## config.mk

```make
export PLATFORM = sky130hd
export DESIGN_NAME = div_issue_ctrl
export DESIGN_NICKNAME = d
export VERILOG_FILES = /design/src/rtl/div_issue_ctrl.sv
export SDC_FILE = /design/constraint.sdc
export NUM_CORES = 1
export LEC_CHECK = 0
export BUFFER_PORTS_ARGS = -buffer_cell sky130_fd_sc_hd__buf_4
export CORE_MARGIN = 2
export CORE_UTILIZATION = 40
export CTS_CLUSTER_DIAMETER = 100
export CTS_CLUSTER_SIZE = 14
export DETAILED_ROUTE_END_ITERATION = 10
export PLACE_DENSITY = 0.71
export SLEW_MARGIN = 20
export SYNTH_ARGS = -nofsm -noshare
export SYNTH_HDL_FRONTEND = slang
export SYNTH_SLANG_ARGS = --single-unit
```

## constraint.sdc

```tcl
create_clock -name clk -period 2.9 [get_ports clk]
set_clock_uncertainty 0.05 [all_clocks]
set_input_delay 0.435 -clock clk [delete_from_list [all_inputs] [get_ports clk]]
set_output_delay 0.435 -clock clk [all_outputs]
set_load 0.1 [all_outputs]
```

## src/rtl/div_issue_ctrl.sv

```systemverilog
// div_issue_ctrl: issues divide/remainder requests to a non-restoring divider and returns tagged results.
// Optional result cache enabled by defining DIV_RESULT_CACHE_EN.
module div_issue_ctrl #(
    parameter int args_width = 32,
    parameter int tag_width  = 4
) (
    input  logic                  clk,
    input  logic                  rst_n,
    input  logic                  req_valid,
    output logic                  req_ready,
    input  logic                  req_sgn,
    input  logic                  req_rem,
    input  logic [args_width-1:0] req_a,
    input  logic [args_width-1:0] req_b,
    input  logic [tag_width-1:0]  req_tag,
    output logic                  resp_valid,
    input  logic                  resp_ready,
    output logic [args_width-1:0] resp_data,
    output logic [tag_width-1:0]  resp_tag,
    output logic                  resp_dz,
    output logic                  div_enable,
    output logic                  div_unsgn_or_sgn,
    output logic [args_width-1:0] div_num,
    output logic [args_width-1:0] div_denom,
    input  logic                  div_can_accept_cmd,
    input  logic                  div_data_ready,
    input  logic [args_width-1:0] div_quot,
    input  logic [args_width-1:0] div_rem
);
    typedef enum logic [1:0] {IDLE, ISSUE, WAIT, RESP} state_t;
    localparam logic [args_width-1:0] MIN_NEG = {1'b1, {(args_width-1){1'b0}}};
    state_t                state, state_nx;
    logic                  live;
    logic [args_width-1:0] a_q, b_q, res_q;
    logic [tag_width-1:0]  tag_q;
    logic                  sgn_q, rem_q, dz_q, seen_busy;
    logic                  accept, b_zero, ovf, hit, done;
    logic [args_width-1:0] hit_data;
    assign accept = req_valid && req_ready;
    assign b_zero = req_b == '0;
    assign ovf    = req_sgn && req_a == MIN_NEG && req_b == '1;
    // busy must be seen first so a data_ready left from the previous command is ignored
    assign done   = seen_busy && div_can_accept_cmd && div_data_ready;
`ifdef DIV_RESULT_CACHE_EN
    logic                  c_valid, c_sgn;
    logic [args_width-1:0] c_a, c_b, c_quot, c_rem;
    assign hit      = c_valid && c_a == req_a && c_b == req_b && c_sgn == req_sgn;
    assign hit_data = req_rem ? c_rem : c_quot;
    always_ff @(posedge clk or negedge rst_n) begin
        if (!rst_n) begin
            c_valid <= 1'b0;
            c_sgn   <= 1'b0;
            c_a     <= '0;
            c_b     <= '0;
            c_quot  <= '0;
            c_rem   <= '0;
        end else if (state == WAIT && done) begin
            c_valid <= 1'b1;
            c_sgn   <= sgn_q;
            c_a     <= a_q;
            c_b     <= b_q;
            c_quot  <= div_quot;
            c_rem   <= div_rem;
        end
    end
`else
    assign hit      = 1'b0;
    assign hit_data = '0;
`endif
    always_ff @(posedge clk or negedge rst_n) begin
        if (!rst_n) state <= IDLE;
        else        state <= state_nx;
    end
    always_comb begin
        state_nx = state;
        case (state)
            IDLE:  if (accept) state_nx = (b_zero || ovf || hit) ? RESP : ISSUE;
            ISSUE: if (div_can_accept_cmd) state_nx = WAIT;
            WAIT:  if (done) state_nx = RESP;
            RESP:  if (resp_ready) state_nx = IDLE;
            default: state_nx = IDLE;
        endcase
    end
    always_comb begin
        req_ready  = state == IDLE && live;
        resp_valid = state == RESP;
        div_enable = state == ISSUE && div_can_accept_cmd;
    end
    assign div_num          = a_q;
    assign div_denom        = b_q;
    assign div_unsgn_or_sgn = sgn_q;
    assign resp_data        = res_q;
    assign resp_tag         = tag_q;
    assign resp_dz          = dz_q;
    always_ff @(posedge clk or negedge rst_n) begin
        if (!rst_n) begin
            live      <= 1'b0;
            a_q       <= '0;
            b_q       <= '0;
            sgn_q     <= 1'b0;
            rem_q     <= 1'b0;
            tag_q     <= '0;
            dz_q      <= 1'b0;
            res_q     <= '0;
            seen_busy <= 1'b0;
        end else begin
            live <= 1'b1;
            if (accept) begin
                a_q   <= req_a;
                b_q   <= req_b;
                sgn_q <= req_sgn;
                rem_q <= req_rem;
                tag_q <= req_tag;
                dz_q  <= b_zero;
                res_q <= b_zero ? (req_rem ? req_a : '1) : ovf ? (req_rem ? '0 : MIN_NEG) : hit_data;
            end
            if (state == ISSUE) seen_busy <= 1'b0;
            else if (state == WAIT && !div_can_accept_cmd) seen_busy <= 1'b1;
            if (state == WAIT && done) res_q <= rem_q ? div_rem : div_quot;
        end
    end
endmodule

```

# == Yosys cells after proc, flatten, opt, wreduce, memory -nomap -nowiden ==
# Index checks and enable logic that the tools add are counted.
# word_totals
register_bits,107
in_bits,140
out_inout_bits,105
elab_cells,50
# classes
n_eq_ne,9
n_mux,15
n_reduce_logical,16
# ops
op,count
$mux W32,7
$eq A32 B32 Y1 const B,2
$logic_not A32 Y1,1
$mux W2,5
$logic_and A1 B1 Y1,9
$pmux W2 S4,1
$ne A2 B2 Y1 const B,3
$eq A2 B2 Y1 const B,2
$reduce_and A4 Y1,1
$reduce_bool A2 Y1,2
$eq A2 B1 Y1 const B,1
$logic_not A2 Y1,1
$mux W1,2
$ne A2 B1 Y1 const B,1
$logic_not A1 Y1,1
$logic_or A1 B1 Y1,1

# == Logic depth before layout (Yosys ltp) ==
# Gate-level depths: netlist (run 1).
# depth
ltp_word,7
mapped_depth,8
ltp_nobuf,7

# == Least setup slack after synthesis (run 1) ==
# No wires, ideal clock.
# synth_timing
path_type,register to register
from,register state[0]
to,register state[1]
setup_time_ns,0.083
arrival_time_ns,1.861
t_required_ns,2.767
slack_ns,0.907
stages_incl_launch_ff,6
path_buffers,0
synth_period_minus_slack_ns,1.993
cell_sequence,dfrtp_1 ha_1 a222oi_1 a21boi_0 o21ai_0 o22ai_1
# synth_lines
element,line_no,source
start: declaration,32,"state_t state, state_nx;"
start signal: assignment,72,else state <= state_nx;
$eq A2 B2 Y1 *,n/a,
via resp_valid,16,"output logic resp_valid,"
$ne A2 B1 Y1 (no source line),n/a,
$reduce_and A4 Y1 (no source line),n/a,
# The timed path passes the listed nets; every way through them passes the cells marked *.
# A chain may end at the register's enable or synchronous reset.

# == Final worst setup path (run 1) ==
# layout_timing
from,register state[0]
to,"register res_q[31], in the netlist resp_data[31]"
# layout_between
elab_chain_cells,4
# layout_rtl
element,line_no,source
$logic_not A2 Y1,85,req_ready = state == IDLE && live;
$logic_and A1 B1 Y1,85,
$logic_and A1 B1 Y1,39,assign accept = req_valid && req_ready;
$reduce_bool A2 Y1 (no source line),n/a,
end signal: assignment,115,res_q <= b_zero ? (req_rem ? req_a : '1) : ovf ? (req_rem ? '0 : MIN_NEG) : hit_data;
end signal: assignment,119,if (state == WAIT && done) res_q <= rem_q ? div_rem : div_quot;
end: declaration,34,"logic [args_width-1:0] a_q, b_q, res_q;"
# Parallel ways exist; a longest one is shown, timed or not.

==> flow_summary.toml, run 1 <==
[clocking]
cts_root_buffer = "clkbuf_16"
clk_latency_ns = 0.34
cts_tree = "yes"
htree_levels = 3
cts_buffers = 9
clkTransAtPathRegs_ns = 0.07
clock_path_buffers = 2
cts.sinks = 107
postCtsSetupRepairBufs = 0
cts.repair.resized = 0
postCtsHoldBufs = 0

[timing]
setup_viol = 0
fin_crit_sh_pct = 81.9
worst-slew-pin-transition_ns = 0.663
slew-limit-headroom_pct = 55.8
hold_viol = 0
timing.fmax_mhz = 421
rsz0062_at_grt = "false"
fin_hold_ws_ns = 0.00731
finalWorstSetupSlack_ns = 0.526
drv_slew = 0
period_minus_slack_ns = 2.37
final.setup.tns_ns = 0

[outcome]
run_status = "finished clean"

[worst_hold_path]
hp-class = "in -> async"

[detailed_routing]
drc = 0
drt-total-wl_mm = 15.4
vias = 4257
avgViaCountPerCell = 5.21
drtAntennaViolNets = 0
wire_per_inst_um = 18.9
drt_pre_antenna_iters = 4
drt-initial-drc-count = 241

[finish]
layout-drive-gt1-share_pct = 57.2
nets = 786
areaGrowthSynthToFinish_pct = 45.5
fin_area_um2 = 7350
n_antenna_cell = 0

[setup_path]
r2r-end = "resp_data[31]"
slowest_stage = "or4b_2"
r2r_slack_ns = 0.53
arrival_ns = 2.59
timing.critical_path.cells = "inv_1 -> ha_1 -> nand3_4 -> or4b_2 -> buf_4 -> a21boi_1 -> o21ai_1"
startpoint_type = "register"
path_class = "reg -> reg"
cp_slowest_stage_delay_ns = 0.75
r2r-start = "state[0]"
cp.required_ns = 3.12
crit_fanout = 14
endpoint_kind = "register"
reg2reg_depth = 7

[synthesis]
synth_top_area_share_pct = 53.0
yosysSeqAreaShare_pct = 53.0
ys_async_sr_fraction_pct = 100
synth_edf_count = 0
synth_cell_types = 34
ys_top_cells_by_area = "dfrtp_1 53%, mux2_2 15%, o221ai_2 8.9%"
avgSynthCellArea_um2 = 12.6
synth_common_cells = "107 x dfrtp_1, 69 x mux2_2, 36 x nand2_1"
syn_nets = 546
yosys.cell_count.top_type = "dfrtp_1"
ys.flop_type = "dfrtp_1"
yosys_register_bits = 107
yosysTopAreaCell = "dfrtp_1"
ys_warn_count = 0
netlist_area_um2 = 5050
synth_cells = 401

[global_route]
grt_max_degree = 52
grt_use_total_pct = 22.9
grt_pass1_wl_mm = 23.6
antenna_found_initial = 0
grt_overflow = 0
grt_pass1_vias = 4471

[floorplanning]
coreArea_um2 = 12500
die_h_um = 116
ios = 245
initial_utilization_pct = 40.5
die_w_um = 116
rows = 41
die_area_um2 = 13500

[placement]
post-place-ws_ns = 0.212
hpwlAfterDp_mm = 11.9
gp_congestion = 0.884
portBuffers = 244
place_area_um2 = 7080

[run]
drv_cap = 0
-- metrics by stage --
step | util, % | cells
after global routing | 58.9 | 817
after floorplan | - | 401
final | 58.9 | 817
after global placement | 56.8 | 802
after detailed placement | 56.8 | 802
after CTS | 58.9 | 817
-- layout make-up --
cell class              instances  area [um^2]
well taps                     172          215
flip-flops and latches        107         2680
fillers                      1074         5120
clock inverters                 2         12.5
clock buffers                  13          250
inverters                       5         18.8
multi-input cells             263         2240
repair buffers                255         1930
-- worst max-delay path, delay by kind of cell, from the launching register on --
kind | cells | cell delay (ns)
flip-flops | 1 | 0.42
AO/OA/AOI/OAI | 2 | 0.28
adder cells (fa/ha/maj) | 1 | 0.24
AND/OR/NAND/NOR | 2 | 0.94
buffers and inverters | 2 | 0.37
-- cell usage in the layout, fill, tap and decap left out, types with 2 or more instances in the layout --
| master | count |
|---|---|
| a21oi_1 | 2 |
| a31oi_1 | 2 |
| and2_1 | 3 |
| buf_4 | 254 |
| clkbuf_1 | 3 |
| clkbuf_16 | 9 |
| dfrtp_1 | 106 |
| ha_1 | 5 |
| inv_1 | 5 |
| mux2_2 | 69 |
| mux2i_1 | 32 |
| nand2_1 | 36 |
| nand3_1 | 2 |
| nand4_1 | 10 |
| nor2_1 | 35 |
| nor4_1 | 15 |
| nor4b_1 | 2 |
| o21ai_0 | 5 |
| o221ai_2 | 30 |
-- per-layer routing --
layer,GRT usage (%),share of wire (%)
met3,6.23,8.0
met5,0,0
met2,39.7,50
met1,28.2,40
met4,6.67,1.3
-- worst max-delay path by stage --
stage | cells after the start | slack, ns | endpoint | from
after floorplan | 5 | 0.91 | state[1] | state[0]
after global placement | 7 | 0.22 | resp_data[31] | req_b[29]
after detailed placement | 7 | 0.21 | resp_data[31] | req_b[29]
after CTS | 7 | 0.52 | resp_data[31] | state[0]
after global routing | 7 | 0.34 | resp_data[31] | state[1]
final | 7 | 0.53 | resp_data[31] | state[0]
-- kinds of logic after synthesis --
logic type,share of synthesized area (%)
AO/OA/AOI/OAI,10.9
adder cells (fa/ha/maj),1.24
buffers and inverters,2.77
other,0.0743
flip-flops,53.0
multiplexers,21.7
AND/OR/NAND/NOR,10.3
-- sequential cells by signal (all words and copies together), names as in the netlist --
| signal | count |
|---|---|
| div_denom | 32 |
| div_num | 32 |
| div_unsgn_or_sgn | 1 |
| live | 1 |
| rem_q | 1 |
| resp_data | 32 |
| resp_dz | 1 |
| resp_tag | 4 |
| seen_busy | 1 |
| state | 2 |
Power of run 1 is left out: the tool's default activity adds up to more than one toggle a clock period on the data nets, which glitch-free logic cannot reach.
==> inputs of run 2 (changes only) <==
Settings changed: ABC_AREA set to 1, PLACE_DENSITY 0.71 to 0.72.
Clock period 2.9 ns to 2.1 ns, I/O delays scaled along.
==> run 2 against run 1 <==
  * Non-clock buffer count increased by 2
  * Via count increased by 19%
  * Synthesized cell count rose by 57%
==> flow_summary.toml, run 2 <==
[outcome]
run_status = "finished clean"

[setup_path]
endpoint_kind = "register"
cp.required_ns = 2.32
cp_slowest_stage_delay_ns = 0.37
crit_family = "buffers and inverters"
crit_start = "state[0]"
cp_num_buf_inv = 5
slowest_stage = "dfrtp_1"
timing.critical_path.cells = "inv_1 -> ha_1 -> nand2_1 -> inv_2 -> nand2_4 -> buf_4 -> nand2_1 -> inv_1 -> buf_4 -> nand2_1 -> o211ai_2"
path_class = "reg -> reg"
startpoint_type = "register"
path_common_cell = "nand2_1"
r2r-start = "state[0]"
crit_fanout = 31
r2r_slack_ns = 0.22
arrival_ns = 2.10

[placement]
hpwlAfterDp_mm = 12.0
gp_congestion = 0.846
portBuffers = 244

[timing]
setup_viol = 0
slew-limit-headroom_pct = 57.4
rsz0062_at_grt = "false"
worst-slew-pin-transition_ns = 0.637
final.setup.tns_ns = 0
period_minus_slack_ns = 1.88
hold_viol = 0
timing.fmax_mhz = 531
drv_slew = 0
fin_crit_sh_pct = 89.6

[synthesis]
yosys_register_bits = 107
yosysTopAreaCell = "dfrtp_1"
synth_cells = 629
synth_common_cells = "218 x nand2_1, 107 x dfrtp_1, 53 x inv_1"
synth_compound_area_share_pct = 11.6
synth_cell_types = 28
synth_edf_count = 0
yosys-mux-area-fraction_pct = 5.71
ys_async_sr_fraction_pct = 100
synth-xor-area-share_pct = 0
syn_nets = 774
ys_warn_count = 0
synth_top_family_by_area = "simple AND/OR/NAND/NOR gates"
synth_top_area_share_pct = 49.3
ys.flop_type = "dfrtp_1"
avgSynthCellArea_um2 = 8.64
netlist_area_um2 = 5430
synthAdderAreaFrac_pct = 1.15
yosys.cell_count.top_type = "nand2_1"
yosys.area_share.simple_pct = 24.5
yosysSeqAreaShare_pct = 49.3
ys_top_cells_by_area = "dfrtp_1 49%, nand2_1 15%, o211ai_2 6.7%"

[floorplanning]
ios = 245
die_area_um2 = 14500
initial_utilization_pct = 41.0
die_h_um = 121
die_w_um = 121
coreArea_um2 = 13200
rows = 42

[detailed_routing]
drt-total-wl_mm = 16.3
wire_per_inst_um = 15.6
drc = 0
drtAntennaViolNets = 0
drt-initial-drc-count = 295
vias = 5062
avgViaCountPerCell = 4.85
drt_pre_antenna_iters = 4

[global_route]
grt_max_degree = 72
grt_pass1_wl_mm = 26.0
grt_pass1_vias = 5093
grt_use_total_pct = 22.9
grt_overflow = 0
antenna_found_initial = 0

[finish]
nets = 1008
layout-drive-gt1-share_pct = 36.9
fillCellCount = 1252
n_antenna_cell = 0
final_common_cell = "buf_4"
areaGrowthSynthToFinish_pct = 42.1
multi_input_area_um2 = 2360
layout_common_cells = "253 x buf_4, 218 x nand2_1, 106 x dfrtp_1"
seqCellArea_um2 = 2680

[worst_hold_path]
hp-class = "in -> reg"
hold_start = "req_tag[3]"

[clocking]
cts_tree = "yes"
clkTransAtPathRegs_ns = 0.07
cts_root_buffer = "clkbuf_16"
cts_buffers = 9
htree_levels = 3
clock_path_buffers = 2
cts.sinks = 107
postCtsSetupRepairBufs = 0
clk_latency_ns = 0.34

[run]
drv_cap = 0
==> run 2: cell count changes after synthesis, moves of 15 or more <==
cell,before,now
nand3_1,3,35
mux2_2,69,0
inv_1,5,53
buf_2,1,16
o21ai_0,5,43
nand2_1,36,218
o211ai_2,0,29
nor4_1,15,0
o221ai_2,30,0
==> run 2: layout make-up <==
cell class | instances | share of cell area, %
sequential | 107 | 34.7
inverter | 56 | 2.72
clock inverter | 2 | 0.130
multi-input combinational | 432 | 30.6
clock buffer | 13 | 3.50
timing repair buffer | 257 | 25.5
tap | 176 | 2.85
==> run 2: stage by stage <==
step                      cell area, um^2  utilization, %  hold slack, ns  cells  worst slack (ns)
final                                7720            58.3           0.109   1043             0.218
after global routing                 7720            58.3           0.113   1043            0.0408
after CTS                            7710            58.2           0.101   1042          0.000337
after detailed placement             7420            56.0           0.259   1026           0.00736
after global placement               7420            56.0           0.261   1026            0.0710
after floorplan                      5430               -         -0.0306    629             0.140
==> run 2: tightest hold or removal path: cells and delay by family <==
family / cells / cell delay (ns)
buffers and inverters: 1 / 0.07
and+or+nand+nor: 2 / 0.08
==> run 2: repair_timing <==
action	in CTS	in global routing
gates resized for setup	0	1
hold endpoints to repair	32	0
hold buffers	1	0
endpoints found under the setup margin	0	32
==> run 2: kinds of logic after synthesis <==
| family | Yosys count |
|---|---|
| flops | 107 |
| fa+ha+maj | 5 |
| simple gates | 313 |
| other cells | 1 |
| buf+inv | 91 |
| mux | 31 |
| compound gates | 81 |
==> run 2: layer usage <==
metal  part of all wire, %  vias up  global-route usage, %
li1                      -     2494                      -
met1                    43     2347                   29.3
met2                    48      199                   38.5
met3                   7.7       22                   4.72
met4                   1.9        0                   7.85
met5                     0        -                      0
==> run 2: path summary, 6_finish.rpt <==
check | endpoint | cells past startpoint
max | resp_data[24] | 11
min | resp_tag[3] | 3
max reg2reg | resp_data[24] | 11
min reg2reg | div_denom[13] | 2
max in group asynchronous | rem_q | 3
min in group asynchronous | resp_tag[1] | 2
Power of run 2 is left out for the same reason.
